File: config.mk
export PLATFORM = sky130hd
export DESIGN_NAME = alu_arbiter_flat
export DESIGN_NICKNAME = d
export VERILOG_FILES = /design/src/rtl/alu_pkg.sv /design/src/rtl/alu_arbiter_if.sv /design/src/rtl/alu_arbiter_alu.sv /design/src/rtl/alu_arbiter.sv /design/src/flat_wrapper.sv
export SDC_FILE = /design/constraint.sdc
export NUM_CORES = 1
export LEC_CHECK = 0
export ABC_CLOCK_PERIOD_IN_PS = 5470
export BUFFER_PORTS_ARGS = -buffer_cell sky130_fd_sc_hd__clkbuf_2
export CAP_MARGIN = 15
export CORE_MARGIN = 2
export CORE_UTILIZATION = 45
export CTS_BUF_LIST = sky130_fd_sc_hd__clkbuf_4 sky130_fd_sc_hd__clkbuf_8 sky130_fd_sc_hd__clkbuf_16
export DETAILED_ROUTE_END_ITERATION = 6
export PLACE_DENSITY_LB_ADDON = 0.15
export SYNTH_ARGS = -nofsm -noshare
export SYNTH_HDL_FRONTEND = slang
export SYNTH_SLANG_ARGS = --single-unit
File: constraint.sdc
create_clock -name clk -period 5.47 [get_ports clk]
set_input_delay 0.8205 -clock clk [delete_from_list [all_inputs] [get_ports clk]]
set_output_delay 0.8205 -clock clk [all_outputs]
set_load 0.1 [all_outputs]
File: src/rtl/alu_pkg.sv
// Shared ALU definitions: control codes used by the ALU and the main control
// decoder, plus the response slot record held by the arbiter.
package alu_pkg;

  // Only a 32-bit datapath is supported.
  localparam int ALU_W = 32;

  // ALU control codes.
  localparam logic [3:0] ALU_AND = 4'd0;
  localparam logic [3:0] ALU_OR  = 4'd1;
  localparam logic [3:0] ALU_ADD = 4'd2;
  localparam logic [3:0] ALU_SUB = 4'd6;
  localparam logic [3:0] ALU_SLT = 4'd7;
  localparam logic [3:0] ALU_NOR = 4'd12;

  // Single response slot: one buffered result and the requester that owns it.
  typedef struct packed {
    logic             valid;
    logic             owner;
    logic [ALU_W-1:0] result;
    logic             zero;
  } slot_t;

endpackage

File: src/rtl/alu_arbiter_if.sv
// Two-requester ALU bus: request handshake per requester plus a shared
// response data path qualified by per-requester response valids.
interface alu_arbiter_if #(
  parameter int DATA_W = 32
);
  logic              req0_valid;
  logic              req1_valid;
  logic              req0_ready;
  logic              req1_ready;
  logic [3:0]        req0_op;
  logic [3:0]        req1_op;
  logic [DATA_W-1:0] req0_a;
  logic [DATA_W-1:0] req1_a;
  logic [DATA_W-1:0] req0_b;
  logic [DATA_W-1:0] req1_b;
  logic              rsp0_valid;
  logic              rsp1_valid;
  logic              rsp0_ready;
  logic              rsp1_ready;
  logic [DATA_W-1:0] rsp_result;
  logic              rsp_zero;

  // Requester side.
  modport master (
    output req0_valid, req1_valid, req0_op, req1_op,
    output req0_a, req1_a, req0_b, req1_b,
    output rsp0_ready, rsp1_ready,
    input  req0_ready, req1_ready,
    input  rsp0_valid, rsp1_valid, rsp_result, rsp_zero
  );

  // Arbiter side.
  modport slave (
    input  req0_valid, req1_valid, req0_op, req1_op,
    input  req0_a, req1_a, req0_b, req1_b,
    input  rsp0_ready, rsp1_ready,
    output req0_ready, req1_ready,
    output rsp0_valid, rsp1_valid, rsp_result, rsp_zero
  );
endinterface

File: src/rtl/alu_arbiter_alu.sv
// Combinational ALU: AND, OR, ADD, SUB, unsigned SLT, NOR. Unknown control
// codes yield zero. The arbiter registers the result, so no state here.
module alu_arbiter_alu
  import alu_pkg::*;
#(
  parameter int DATA_W = 32
) (
  input  logic [DATA_W-1:0] data1,
  input  logic [DATA_W-1:0] data2,
  input  logic [3:0]        alu_control,
  output logic [DATA_W-1:0] result,
  output logic              zero
);

  logic lt_s;

  // Unsigned compare feeding SLT.
  always_comb begin
    lt_s = (data1 < data2);
  end

  // Operation select; arithmetic wraps modulo 2^DATA_W.
  always_comb begin
    result = {DATA_W{1'b0}};
    case (alu_control)
      ALU_AND: result = data1 & data2;
      ALU_OR:  result = data1 | data2;
      ALU_ADD: result = data1 + data2;
      ALU_SUB: result = data1 - data2;
      ALU_SLT: result = {{(DATA_W-1){1'b0}}, lt_s};
      ALU_NOR: result = ~(data1 | data2);
      default: result = {DATA_W{1'b0}};
    endcase
  end

  // Zero flag of the selected result.
  always_comb begin
    zero = (result == {DATA_W{1'b0}});
  end

endmodule

File: src/rtl/alu_arbiter.sv
// Round-robin arbiter sharing one ALU between two requesters. Accepted
// operations land in a single response slot one cycle later; the slot can be
// drained and refilled on the same edge for one operation per cycle.
module alu_arbiter
  import alu_pkg::*;
#(
  parameter int DATA_W = 32
) (
  input logic         clk,
  input logic         rst,
  alu_arbiter_if.slave bus
);

  slot_t             slot_r;
  logic              last_grant_r;

  logic              grant_valid_s;
  logic              grant_s;
  logic              slot_free_s;
  logic              accept_s;
  logic [3:0]        alu_op_s;
  logic [DATA_W-1:0] alu_a_s;
  logic [DATA_W-1:0] alu_b_s;
  logic [DATA_W-1:0] alu_result_s;
  logic              alu_zero_s;

  // Pick a requester; on a tie the one not granted at the last accept wins.
  always_comb begin
    grant_valid_s = 1'b0;
    grant_s       = 1'b0;
    if (bus.req0_valid && bus.req1_valid) begin
      grant_valid_s = 1'b1;
      grant_s       = ~last_grant_r;
    end else if (bus.req0_valid) begin
      grant_valid_s = 1'b1;
      grant_s       = 1'b0;
    end else if (bus.req1_valid) begin
      grant_valid_s = 1'b1;
      grant_s       = 1'b1;
    end else begin
      grant_valid_s = 1'b0;
      grant_s       = 1'b0;
    end
  end

  // Slot can take a new result when empty or being consumed by its owner.
  always_comb begin
    slot_free_s = 1'b0;
    if (!slot_r.valid) begin
      slot_free_s = 1'b1;
    end else if (slot_r.owner) begin
      slot_free_s = bus.rsp1_ready;
    end else begin
      slot_free_s = bus.rsp0_ready;
    end
  end

  // Handshake: only one ready can rise because only one grant exists.
  always_comb begin
    accept_s       = !rst && grant_valid_s && slot_free_s;
    bus.req0_ready = accept_s && (grant_s == 1'b0);
    bus.req1_ready = accept_s && (grant_s == 1'b1);
  end

  // Route the granted requester's operation into the shared ALU.
  always_comb begin
    alu_op_s = bus.req0_op;
    alu_a_s  = bus.req0_a;
    alu_b_s  = bus.req0_b;
    if (grant_s) begin
      alu_op_s = bus.req1_op;
      alu_a_s  = bus.req1_a;
      alu_b_s  = bus.req1_b;
    end else begin
      alu_op_s = bus.req0_op;
      alu_a_s  = bus.req0_a;
      alu_b_s  = bus.req0_b;
    end
  end

  alu_arbiter_alu #(
    .DATA_W (DATA_W)
  ) u_alu (
    .data1       (alu_a_s),
    .data2       (alu_b_s),
    .alu_control (alu_op_s),
    .result      (alu_result_s),
    .zero        (alu_zero_s)
  );

  // Slot and round-robin state: load on accept, clear on drain, else hold.
  always_ff @(posedge clk) begin
    if (rst) begin
      slot_r.valid  <= 1'b0;
      slot_r.owner  <= 1'b0;
      slot_r.result <= {DATA_W{1'b0}};
      slot_r.zero   <= 1'b0;
      last_grant_r  <= 1'b1;
    end else if (accept_s) begin
      slot_r.valid  <= 1'b1;
      slot_r.owner  <= grant_s;
      slot_r.result <= alu_result_s;
      slot_r.zero   <= alu_zero_s;
      last_grant_r  <= grant_s;
    end else if (slot_r.valid && slot_free_s) begin
      slot_r.valid  <= 1'b0;
    end
  end

  // Response outputs come straight from the slot; masked while in reset.
  always_comb begin
    bus.rsp0_valid = !rst && slot_r.valid && (slot_r.owner == 1'b0);
    bus.rsp1_valid = !rst && slot_r.valid && (slot_r.owner == 1'b1);
    bus.rsp_result = slot_r.result;
    bus.rsp_zero   = slot_r.zero;
  end

endmodule
File: src/flat_wrapper.sv
// flat-port wrapper written by rule: the top's interface ports become plain ports
module alu_arbiter_flat import alu_pkg::*;
#(
  parameter int DATA_W = 32
)
  (clk, rst, bus_req0_valid, bus_req1_valid, bus_req0_op, bus_req1_op, bus_req0_a, bus_req1_a, bus_req0_b, bus_req1_b, bus_rsp0_ready, bus_rsp1_ready, bus_req0_ready, bus_req1_ready, bus_rsp0_valid, bus_rsp1_valid, bus_rsp_result, bus_rsp_zero);
  alu_arbiter_if #(.DATA_W(DATA_W)) bus_i ();
  input logic clk;
  input logic rst;
  input wire logic [$bits(bus_i.req0_valid)-1:0] bus_req0_valid;
  input wire logic [$bits(bus_i.req1_valid)-1:0] bus_req1_valid;
  input wire logic [$bits(bus_i.req0_op)-1:0] bus_req0_op;
  input wire logic [$bits(bus_i.req1_op)-1:0] bus_req1_op;
  input wire logic [$bits(bus_i.req0_a)-1:0] bus_req0_a;
  input wire logic [$bits(bus_i.req1_a)-1:0] bus_req1_a;
  input wire logic [$bits(bus_i.req0_b)-1:0] bus_req0_b;
  input wire logic [$bits(bus_i.req1_b)-1:0] bus_req1_b;
  input wire logic [$bits(bus_i.rsp0_ready)-1:0] bus_rsp0_ready;
  input wire logic [$bits(bus_i.rsp1_ready)-1:0] bus_rsp1_ready;
  output wire logic [$bits(bus_i.req0_ready)-1:0] bus_req0_ready;
  output wire logic [$bits(bus_i.req1_ready)-1:0] bus_req1_ready;
  output wire logic [$bits(bus_i.rsp0_valid)-1:0] bus_rsp0_valid;
  output wire logic [$bits(bus_i.rsp1_valid)-1:0] bus_rsp1_valid;
  output wire logic [$bits(bus_i.rsp_result)-1:0] bus_rsp_result;
  output wire logic [$bits(bus_i.rsp_zero)-1:0] bus_rsp_zero;
  assign bus_i.req0_valid = bus_req0_valid;
  assign bus_i.req1_valid = bus_req1_valid;
  assign bus_i.req0_op = bus_req0_op;
  assign bus_i.req1_op = bus_req1_op;
  assign bus_i.req0_a = bus_req0_a;
  assign bus_i.req1_a = bus_req1_a;
  assign bus_i.req0_b = bus_req0_b;
  assign bus_i.req1_b = bus_req1_b;
  assign bus_i.rsp0_ready = bus_rsp0_ready;
  assign bus_i.rsp1_ready = bus_rsp1_ready;
  assign bus_req0_ready = bus_i.req0_ready;
  assign bus_req1_ready = bus_i.req1_ready;
  assign bus_rsp0_valid = bus_i.rsp0_valid;
  assign bus_rsp1_valid = bus_i.rsp1_valid;
  assign bus_rsp_result = bus_i.rsp_result;
  assign bus_rsp_zero = bus_i.rsp_zero;
  alu_arbiter #(.DATA_W(DATA_W)) u_core (.clk(clk), .rst(rst), .bus(bus_i));
endmodule
==> metrics.csv <==
metric;value;unit
initial_core_util;45.66;%
power_switching_share;54.63;%
peakVddDrop;284.8;uV
status;completed;
arrival;5240;ps
finalHoldViolCount;0;
internal-power;0.0009718;W
grt_pass1_wl;48560;um
power_frac_seq;14.7;%
tightest_slew;896.7;ps
final_cells;1572;
period_share;92.72;%
core;17840;um^2
power;0.002142;W
die-area;19200;um^2
grt_overflow;0;
synth_cells;1208;
combPwrFrac;72.3;%
p_sw;0.001170;W
synth_edf_count;0;
route.detailed.drc;0;
die_h;138.6;um
clk_pin_slew;50;ps
routed-wl-met2;12310;um
viasPerCell;6.068;
antenna_found_initial;0;
ys_seq_elements;36;
power_leakage;4.700;nW
clkPwrFrac;13.0;%
clk_path_buf_depth;2;
synth_common_cells;nand2_1 (193), a21oi_1 (92), ha_1 (90), inv_1 (89), nor2_1 (86);
dp_slack;94.73;ps
critPathKind;primary input to register;
fin_tns_setup;0;ps
final_antenna_net_count;0;
vias;9539;
cts_hold_buf;0;
drv_slew;0;
grt_max_degree;43;
crit_fanout;18;
setup_ws;398.2;ps
gr-usage-all-layers;31.09;%
yosysTopAreaCell;ha_1;
place_area;9160;um^2
grt_setup_unrepaired;no;
topRoutingLayerUsed;met4;
drt_iter0_drc;950;
die_w;138.6;um
rows;49;
setup_viol_count_final;0;
synth_async_sr_flop_share;0;%
finalInstanceArea;9318;um^2
cts_sinks;36;
hpwl;25080;um
cp-start-kind;primary input;
io-pin-count;179;
area_growth;14.38;%
io_buffers;178;
met1_length;14790;um
diodes;0;
ys_warn_count;0;
p_per_area;229.9;nW/um^2
ys_seq_area_share;8.847;%
cts_setup_buffers;0;
syn_area;8147;um^2
syn_avg_cell_area;6.744;um^2
synth_flop_cell;dfxtp_1;
drv_cap;0;
fin_crit;5072;ps
layout-drive-gt1-share;20.10;%
hp-class;register to register;
finalClockSkew;2.997;ps
htree_levels;2;
ys_top_cells_by_area;ha_1 (14%), nand2_1 (8.9%), dfxtp_1 (8.8%);
crit_required;5640;ps
setup.worst_path.end_class;register;
relSlewSlack;40.19;%
grt_pass1_vias;8712;
cts.repair.resized;0;
met3_length;3526;um
wl_per_cell;19.69;um
synth.distinct_cells;88;
first_pass_iters;7;
clk_latency;280;ps
numCtsBuffers;5;
dp.cells;1563;
yosysMostFrequentCell;nand2_1;
root_buffer;clkbuf_16;
layout.nets;1576;
cts_tree;built;
synth_fp_nets;1442;
max_freq;0.1972;GHz
wirelength;30960;um
gp_congestion;0.9806;
synth_top_area_share;13.82;%
[sequential cells by signal (all words and copies together) (netlist names)]
register / count
u_core.slot_r: 2
u_core.bus.rsp_zero: 1
u_core.last_grant_r: 1
u_core.bus.rsp_result: 32
[through the flow]
step           util [%]  hold WS [ps]
6_report          52.23         450.6
5_1_grt           52.23         468.7
4_1_cts           52.18         455.7
3_5_place_dp      51.34         447.3
3_3_place_gp      51.34         442.5
2_1_floorplan         -         434.4
[final cells by class]
cell class / count / area (um^2)
fillers: 1827 / 8523
multi-input cells: 987 / 6578
repair buffers: 222 / 1246
flip-flops and latches: 36 / 720.7
inverters: 90 / 337.8
well taps: 229 / 286.5
clock buffers: 6 / 138.9
clock inverters: 2 / 10.01
[path summary, 6_finish.rpt]
kind                            cells after the start                      from                  endpoint  slack [ps]
worst min-delay path                                2  u_core.bus.rsp_result[0]  u_core.bus.rsp_result[0]         450
worst max register to register                     18       u_core.last_grant_r       u_core.bus.rsp_zero         670
worst min register to register                      2  u_core.bus.rsp_result[0]  u_core.bus.rsp_result[0]         450
worst max-delay path                               19            bus_req0_valid       u_core.bus.rsp_zero         400
[power by group through the flow]
stage / Clock (W) / Combinational [W] / Sequential, W
2_1_floorplan: 0 / 0.00112 / 0.000315
3_3_place_gp: 0 / 0.00150 / 0.000319
3_5_place_dp: 0 / 0.00150 / 0.000320
4_1_cts: 0.000284 / 0.00151 / 0.000315
5_1_grt: 0.000295 / 0.00167 / 0.000318
6_report: 0.000278 / 0.00155 / 0.000314
[per-layer routing]
metal | GRT usage, % | up-vias
li1 | - | 4608
met1 | 48.32 | 4395
met2 | 44.11 | 517
met3 | 6.768 | 19
met4 | 4.995 | 0
met5 | 0 | -
[cells in the final DEF, fill, tap and decap left out, drive strengths merged, types with 5 or more instances in the layout]
master / count
nand2: 194
clkbuf: 184
a21oi: 92
ha: 90
inv: 89
nor2: 86
o21ai: 58
nand3: 51
buf: 44
mux2i: 42
dfxtp: 36
a211oi: 22
nor3: 21
a21o: 20
a221oi: 20
nor2b: 17
nand2b: 16
a221o: 15
and2: 14
nor4: 12
a31oi: 12
or2: 12
or3: 11
nand4: 11
and3: 10
o221ai: 10
o21bai: 10
o211ai: 9
a211o: 8
a21boi: 8
a2111oi: 8
nor3b: 7
nand3b: 7
o31ai: 7
mux2: 7
o2111ai: 5
o311a: 5
a31o: 5
[cell families after synthesis]
kind of cell / Yosys count / synth area share, %
AND/OR/NAND/NOR: 483 / 28.15
AO/OA/AOI/OAI: 358 / 30.89
buffers and inverters: 185 / 10.70
adder cells (fa/ha/maj): 92 / 14.31
multiplexers: 49 / 6.558
flip-flops: 36 / 8.847
XOR/XNOR: 5 / 0.5375
[worst max-delay path, cell delays in order]
cell and delay, ps:
clkbuf_2 140, a21bo_4 350, buf_4 230, mux2i_1 310
inv_1 110, ha_1 380, inv_1 80, a2111oi_1 580
a211oi_1 230, nor3_1 190, buf_4 150, o211ai_4 100
buf_4 190, a2111oi_2 410, a21oi_1 150, nor4b_1 310
nor3_1 100, and2_0 170, a31o_1 210
Note: power is estimated with default switching activity, not from simulation.
